===== config.mk =====
export PLATFORM = sky130hd
export DESIGN_NAME = serial_adder
export DESIGN_NICKNAME = d
export VERILOG_FILES = /design/src/rtl/serial_adder_pkg.sv /design/src/rtl/serial_adder_digit_adder.sv /design/src/rtl/serial_adder.sv
export SDC_FILE = /design/constraint.sdc
export NUM_CORES = 1
export LEC_CHECK = 0
export CAP_MARGIN = 20
export CORE_MARGIN = 2
export CORE_UTILIZATION = 35
export DETAILED_ROUTE_END_ITERATION = 8
export GPL_TIMING_DRIVEN = 0
export PLACE_DENSITY_LB_ADDON = 0.12
export SETUP_SLACK_MARGIN = 0.05
export SLEW_MARGIN = 20
export SYNTH_ARGS = -nofsm -noshare
export SYNTH_HDL_FRONTEND = slang
export SYNTH_SLANG_ARGS = --single-unit

===== constraint.sdc =====
create_clock -name clk -period 1.1 [get_ports clk]
set_input_delay 0.33 -clock clk [delete_from_list [all_inputs] [get_ports clk]]
set_output_delay 0.33 -clock clk [all_outputs]
set_load 0.02 [all_outputs]

===== src/rtl/serial_adder_pkg.sv =====
// -----------------------------------------------------------------------------
// serial_adder_pkg
// Shared definitions for the digit-serial adder/subtractor.
//   state_t   : controller states (IDLE, RUN, DONE)
//   cnt_width : width of the digit counter, $clog2(WIDTH/DIGIT) but never 0
// -----------------------------------------------------------------------------
package serial_adder_pkg;

    typedef enum logic [1:0] {
        IDLE = 2'd0,
        RUN  = 2'd1,
        DONE = 2'd2
    } state_t;

    // A single-digit operation (DIGIT == WIDTH) still needs a 1-bit counter.
    function automatic int cnt_width(input int width, input int digit);
        int w;
        w = $clog2(width / digit);
        return (w < 1) ? 1 : w;
    endfunction

endpackage


===== src/rtl/serial_adder_digit_adder.sv =====
// -----------------------------------------------------------------------------
// digit_adder
// Combinational DIGIT-bit ripple of full-adder cells.
//   x, y     : DIGIT-bit addend digits
//   cin      : carry into bit 0
//   s        : DIGIT-bit sum digit
//   cout     : carry out of the top bit
//   c_msb_in : carry into the top bit (gives signed overflow on the last digit)
// -----------------------------------------------------------------------------
module digit_adder
    import serial_adder_pkg::*;
#(
    parameter int DIGIT = 1
) (
    input  logic [DIGIT-1:0] x,
    input  logic [DIGIT-1:0] y,
    input  logic             cin,
    output logic [DIGIT-1:0] s,
    output logic             cout,
    output logic             c_msb_in
);

    logic [DIGIT:0] c;

    assign c[0] = cin;

    generate
        for (genvar gi = 0; gi < DIGIT; gi++) begin : g_fa
            assign s[gi]   = x[gi] ^ y[gi] ^ c[gi];
            assign c[gi+1] = (x[gi] & y[gi]) | (c[gi] & (x[gi] ^ y[gi]));
        end
    endgenerate

    assign cout     = c[DIGIT];
    assign c_msb_in = c[DIGIT-1];

endmodule


===== src/rtl/serial_adder.sv =====
// -----------------------------------------------------------------------------
// serial_adder
// Multi-cycle adder/subtractor: WIDTH-bit operands processed LSB-first,
// DIGIT bits per clock, through a registered carry.
//   clk, rst       : clock, synchronous active-high reset
//   start, ready   : request / can-accept (accepted when both high at an edge)
//   sub            : 0 = a+b, 1 = a-b (sampled with start)
//   a, b           : operands (sampled with start)
//   busy           : computation in progress
//   done           : one-cycle pulse, result registers just updated
//   sum, cout, ovf : result, carry out of MSB, two's-complement overflow
// -----------------------------------------------------------------------------
module serial_adder
    import serial_adder_pkg::*;
#(
    parameter int WIDTH = 8,
    parameter int DIGIT = 1
) (
    input  logic             clk,
    input  logic             rst,
    input  logic             start,
    input  logic             sub,
    input  logic [WIDTH-1:0] a,
    input  logic [WIDTH-1:0] b,
    output logic             ready,
    output logic             busy,
    output logic             done,
    output logic [WIDTH-1:0] sum,
    output logic             cout,
    output logic             ovf
);

    generate
        if (WIDTH < 2 || DIGIT < 1 || DIGIT > WIDTH || (WIDTH % DIGIT) != 0) begin : g_bad_params
            $error("serial_adder: WIDTH/DIGIT combination not supported");
        end
    endgenerate

    localparam int             N    = WIDTH / DIGIT;
    localparam int             CW   = cnt_width(WIDTH, DIGIT);
    localparam logic [CW-1:0]  LAST = CW'(N - 1);

    state_t            state_reg, state_next;
    logic [WIDTH-1:0]  a_reg, b_reg, psum_reg, sum_reg;
    logic              carry_reg, cout_reg, ovf_reg;
    logic [CW-1:0]     cnt_reg;

    logic              accept, running, last_digit;
    logic [DIGIT-1:0]  dig_s;
    logic              dig_cout, dig_c_msb;
    logic [WIDTH-1:0]  psum_shifted;

    digit_adder #(.DIGIT(DIGIT)) u_digit (
        .x        (a_reg[DIGIT-1:0]),
        .y        (b_reg[DIGIT-1:0]),
        .cin      (carry_reg),
        .s        (dig_s),
        .cout     (dig_cout),
        .c_msb_in (dig_c_msb)
    );

    assign accept     = start && ready;
    assign running    = (state_reg == RUN);
    assign last_digit = running && (cnt_reg == LAST);

    // New digit enters at the top; after N steps the LSB digit reaches bit 0.
    assign psum_shifted = (psum_reg >> DIGIT) | (WIDTH'(dig_s) << (WIDTH - DIGIT));

    // ---------------- controller ----------------
    always_ff @(posedge clk) begin
        if (rst) begin
            state_reg <= IDLE;
        end else begin
            state_reg <= state_next;
        end
    end

    always_comb begin
        state_next = state_reg;
        ready      = 1'b0;
        busy       = 1'b0;
        done       = 1'b0;
        unique case (state_reg)
            IDLE: begin
                ready = 1'b1;
                if (start) state_next = RUN;
            end
            RUN: begin
                busy = 1'b1;
                if (last_digit) state_next = DONE;
            end
            DONE: begin
                ready      = 1'b1;
                done       = 1'b1;
                state_next = start ? RUN : IDLE;
            end
            default: state_next = IDLE;
        endcase
    end

    // ---------------- datapath ----------------
    always_ff @(posedge clk) begin
        if (rst) begin
            a_reg     <= '0;
            b_reg     <= '0;
            psum_reg  <= '0;
            carry_reg <= 1'b0;
            cnt_reg   <= '0;
            sum_reg   <= '0;
            cout_reg  <= 1'b0;
            ovf_reg   <= 1'b0;
        end else if (accept) begin
            // Subtraction as a + ~b + 1: the +1 rides in on the initial carry.
            a_reg     <= a;
            b_reg     <= sub ? ~b : b;
            carry_reg <= sub;
            cnt_reg   <= '0;
            psum_reg  <= '0;
        end else if (running) begin
            a_reg     <= a_reg >> DIGIT;
            b_reg     <= b_reg >> DIGIT;
            carry_reg <= dig_cout;
            cnt_reg   <= cnt_reg + CW'(1);
            psum_reg  <= psum_shifted;
            if (last_digit) begin
                sum_reg  <= psum_shifted;
                cout_reg <= dig_cout;
                ovf_reg  <= dig_c_msb ^ dig_cout;
            end
        end
    end

    assign sum  = sum_reg;
    assign cout = cout_reg;
    assign ovf  = ovf_reg;

endmodule


* Word level (Yosys, flattened, before mapping)
Cells that the tools add are included.
** Storage, ports and cells
- ROM bits :: 0
- Bits in latches :: 0
- Register bits :: 40
- Memory bits (writable) :: 0
- Input port bits :: 20
- Memories :: 0
** Operators by class
- Reductions and logical operators :: 8
- Divide/modulo/power cells :: 0
- Multipliers :: 0
- Bitwise logic cells :: 9
- Magnitude comparators :: 0
- Multiplexer cells :: 14
- Equality and inequality tests :: 5
- Shift-type cells :: 0
- Add/subtract/negate cells :: 1
** Operator list (count)
- two-way mux 8 bit :: 5
- NOT 8 bit :: 1
- bitwise OR 7 x 8 -> 8 bit :: 1
- two-way mux 1 bit :: 6
- case mux 2 bit (3 select lines) :: 1
- two-way mux 2 bit :: 2
- OR reduction 2 bit :: 2
- adder 3 x 1 -> 3 bit, second input constant :: 1
- == test 3 bit, second input constant :: 1
- AND reduction 3 bit :: 1
- XOR 1 bit :: 3
- bitwise AND 1 bit :: 2
- == test 2 x 1 -> 1 bit, second input constant :: 1
- == test 2 bit, second input constant :: 1
- logical AND 1 bit :: 2
- logical NOT 2 bit :: 1
- != test 2 x 1 -> 1 bit, second input constant :: 1
- != test 2 bit, second input constant :: 1
- AND reduction 2 bit :: 1
- nonzero test 2 bit :: 1
- NOT 1 bit :: 1
- bitwise OR 1 bit :: 1

* Longest topological paths before layout
- Word-level depth :: 6
- Depth in mapped cells :: 6
- Depth with buffers taken out :: 5

* Modules after synthesis
From an unflattened synthesis, not the netlist that was laid out.
** Unflattened totals
- Cell total of the unflattened synthesis :: 188
- Area total of the unflattened synthesis :: 1655.3 sq um
** Modules (own cells, without submodules)
- serial_adder :: seq. area each 780.7 sq um, cells each 186, area each 1627.8 sq um, instances 1
- digit_adder :: seq. area each 0.0 sq um, cells each 2, area each 27.5 sq um, instances 1

* Least setup slack after synthesis
OpenSTA, ideal clock, no wires.
- Kind :: register -> register
- Start point :: register cnt_reg[0]
- End point :: register ovf_reg, in the netlist ovf
- Setup time :: 0.086 ns
- Required time :: 1.014 ns
- Arrival :: 1.174 ns
- Slack :: -0.160 ns
- Clock period less this slack :: 1.260 ns
- Stages on the path, launching flop included :: 6
- Buffers on the path :: 1
- Cells stage by stage :: dfxtp_1 > ha_1 > ha_1 > and3b_1 > buf_2 > a211oi_1
** Between the ends
- Cells in the longest elaborated chain, start to end :: 3
** Ends and longest elaborated chain
- start, declared :: RTL line serial_adder.sv:46 : logic [CW-1:0] cnt_reg;
- start signal, assigned :: RTL line serial_adder.sv:123 : cnt_reg <= cnt_reg + CW'(1);
- == test 3 bit :: RTL line serial_adder.sv:64 : assign last_digit = running && (cnt_reg == LAST);
- logical AND 1 bit :: RTL line serial_adder.sv:64
- AND reduction 3 bit (no line)
- end signal, assigned :: RTL line serial_adder.sv:128 : ovf_reg <= dig_c_msb ^ dig_cout;
- end, declared :: RTL line serial_adder.sv:45 : logic carry_reg, cout_reg, ovf_reg;
Every way passes these cells.
A chain may end at the register's enable or synchronous reset.

* Worst setup path in the final report
- Start point :: register state_reg[1]
- End point :: output busy
** Between the ends
- Cells in the longest elaborated chain, start to end :: 2
** Ends and longest elaborated chain
- start, declared :: RTL line serial_adder.sv:43 : state_t state_reg, state_next;
- start signal, assigned :: RTL line serial_adder.sv:74 : state_reg <= state_next;
- == test 2 x 1 -> 1 bit :: RTL line serial_adder.sv:83 : unique case (state_reg)
- two-way mux 1 bit :: RTL line serial_adder.sv:83
- end, declared :: RTL line serial_adder.sv:26 : output logic busy,
Every way passes these cells.

==> impl_metrics.yaml <==
cells_and_area:
  drive_gt1_share_pct: 53.7
  nNetsFinal: 268
  num_antenna_cells: 0
  syn_to_final_growth_pct: 66.9
  fin_cells: 298
logic_synthesis:
  synth-edff-count: 0
  netlist_area_um2: 1630
  yosysWarnings: 0
  ys_types: 29
  syn_inst: 189
  ys_seq_area_share_pct: 47.9
  synth_flop_cell: "dfxtp_1"
  synth_nets: 212
  synthArstFlopShare_pct: 0
  synth_area_per_cell_um2: 8.62
  synth-seq-cells: 39
die:
  core_region_area_um2: 4410
  io_pins: 33
  start_util_pct: 36.9
  rows: 24
  dieArea_um2: 5220
  die_h_um: 72.2
  die_w_um: 72.2
timing:
  fin_skew_ns: 0.0132
  fmax_mhz: 709
  worst_slew_pin_slew_ns: 0.264
  drv_slew: 0
  setup_viol: 41
  rsz0062_at_grt: "true"
  setup_ws_ns: -0.311
  fin_crit_ns: 1.41
  hold_viol_final: 0
  fin_crit_sh_pct: 128
  slew_headroom_pct: 82.4
power_and_ir_drop:
  p_leak_uw: 0.000988
  ir_drop_mv: 0.692
  p_per_area_nw_per_um2: 1180
global_routing:
  antenna_found_initial: 0
  grtUsageTotal_pct: 18.5
  grt_pass1_vias: 1538
  grt_overflow_total: 0
  grt_pass1_wl_um: 7420
  grt_max_degree: 13
routing:
  via_count: 1535
  wl_per_cell_um: 15.5
  drc_errors: 0
  dr.pass1.iters: 4
  drt_iter0_markers: 50
  drt-total-wl_um: 4610
  ant_nets: 0
  viasPerCell: 5.15
critical_path:
  crit_chain: "nand2b_4, inv_8, buf_8, buf_6"
  arrival_ns: 1.08
  ff2ff_path_depth: 6
  cp-end-kind: "output port"
  crit_fanout: 4
  crit_cells: 4
  start_kind: "flop"
  crit_type: "flop to output port"
  critPathSlowestCell: "dfxtp_2"
  crit_family: "flip-flops"
  path_buf_inv: 3
  crit_path_max_incr_delay_ns: 0.35
  cp.required_ns: 0.77
worst_hold_path:
  min_path_type: "flop to flop"
  holdPathStages: 2
clock_tree:
  clock-root-buffer: "clkbuf_8"
  path_clk_slew_ns: 0.08
  h-tree-depth: 2
  cts_tree: "done"
  clk_path_buf_depth: 2
  cts_buffers: 5
  cts_hold_buf: 0
  cts_sinks: 39
  clock_latency_ns: 0.30
placed_design:
  dpl.hpwl_um: 2580
  placed_cells: 272
  place_ws_ns: -0.662
  place_congestion: 0.746
  port_buffers: 31
run_status:
  status: "finished with violations"
  violations: "negative setup slack"
job:
  cap_viol_max_count: 0
power breakdown:
| group | internal (uW) | switching (uW) | leakage, uW |
|---|---|---|---|
| Combinational | 370 | 324 | 0.000621 |
| Sequential | 1470 | 53.3 | 0.000325 |
| Clock | 444 | 534 | 0.0000412 |
final cells by class:
class	count	area [um^2]
fill	372	1700
multi-input combinational	134	1050
sequential	39	802
timing repair buffer	51	564
buffer	12	139
clock buffer	6	72.6
tap	52	65.1
inverter	2	15.0
clock inverter	2	12.5
repair_timing:
item | CTS | global route
buffers inserted | 10 | 6
resized for setup | 149 | 35
endpoints found under the hold margin | 0 | 0
pin swaps | 1 | 3
cloned | 5 | 1
setup endpoints to repair | 52 | 52
cell usage in the layout (no fill, tap or decap), drive strengths merged, types with 2 or more instances in the layout:
master | Yosys | layout
a22oi | 8 | 8
xor2 | 8 | 8
nand2 | 45 | 45
dfxtp | 39 | 39
a21oi | 27 | 27
nor2 | 8 | 8
o22ai | 3 | 3
nand3 | 9 | 9
xnor2 | 2 | 2
nor2b | 2 | 2
ha | 2 | 2
nor3 | 7 | 7
nand2b | 2 | 2
clkbuf | 1 | 8
a311oi | 4 | 4
inv | 2 | 2
clkdlybuf4s50 | 0 | 17
buf | 13 | 42
metrics by stage:
stage / total power (uW) / hold WS [ns] / setup TNS, ns / area [um^2] / util (%)
finish: 3200 / 0.467 / -6.16 / 2720 / 61.6
global route: 3330 / 0.490 / -7.70 / 2720 / 61.6
CTS: 3130 / 0.462 / -6.74 / 2550 / 57.9
detailed placement: 1980 / 0.445 / -22.25 / 2070 / 46.9
global placement: 1970 / 0.445 / -22.25 / 2070 / 46.9
floorplan: 1820 / 0.436 / -0.447 / 1690 / -
path summary, 6_finish.rpt:
kind | from | to | slack, ns
hold / removal | psum_reg[1]$_SDFFE_PP0N_ | sum[0]$_SDFFE_PP0P_ | 0.47
setup reg to reg | state_reg[1]$_SDFFE_PP0P_ | carry_reg$_SDFFE_PP0P_ | -0.22
setup / recovery | state_reg[1]$_SDFFE_PP0P_ | busy | -0.31
hold reg to reg | psum_reg[1]$_SDFFE_PP0N_ | sum[0]$_SDFFE_PP0P_ | 0.47
tightest hold or removal path: cells and delay by family, from the launching register on:
| family | cells | cell delay [ns] |
|---|---|---|
| flip-flops | 1 | 0.33 |
| AND/OR/NAND/NOR | 1 | 0.07 |
| AO/OA/AOI/OAI | 1 | 0.04 |
Yosys cell counts, drive strengths merged, types with 2 or more instances:
cell    count  share of area [%]
nor2        8                1.8
o22ai       3                1.2
nand3       9                2.8
nand2      45                 10
xnor2       2                1.1
buf        13                5.4
nor2b       2               0.77
a311oi      4                2.2
inv         2               0.77
ha          2                1.5
a21oi      27                8.3
dfxtp      39                 48
xor2        8                4.3
nand2b      2               0.77
a22oi       8                3.7
nor3        7                2.8
per-layer routing:
layer	global-route usage (%)	wire length, um	vias up
li1	-	-	754
met1	24.9	2180	748
met2	29.2	2200	24
met3	4.31	149	9
met4	6.29	76	0
met5	0	0	-
cells by family after synthesis:
| family | count (synthesis) | share of synthesized area (%) |
|---|---|---|
| compound gates | 44 | 16.2 |
| buf+inv | 16 | 6.37 |
| simple gates | 76 | 20.7 |
| xor+xnor | 10 | 5.38 |
| fa+ha+maj | 3 | 2.76 |
| flops | 39 | 47.9 |
| mux | 1 | 0.614 |
(Power assumes the default switching activity.)
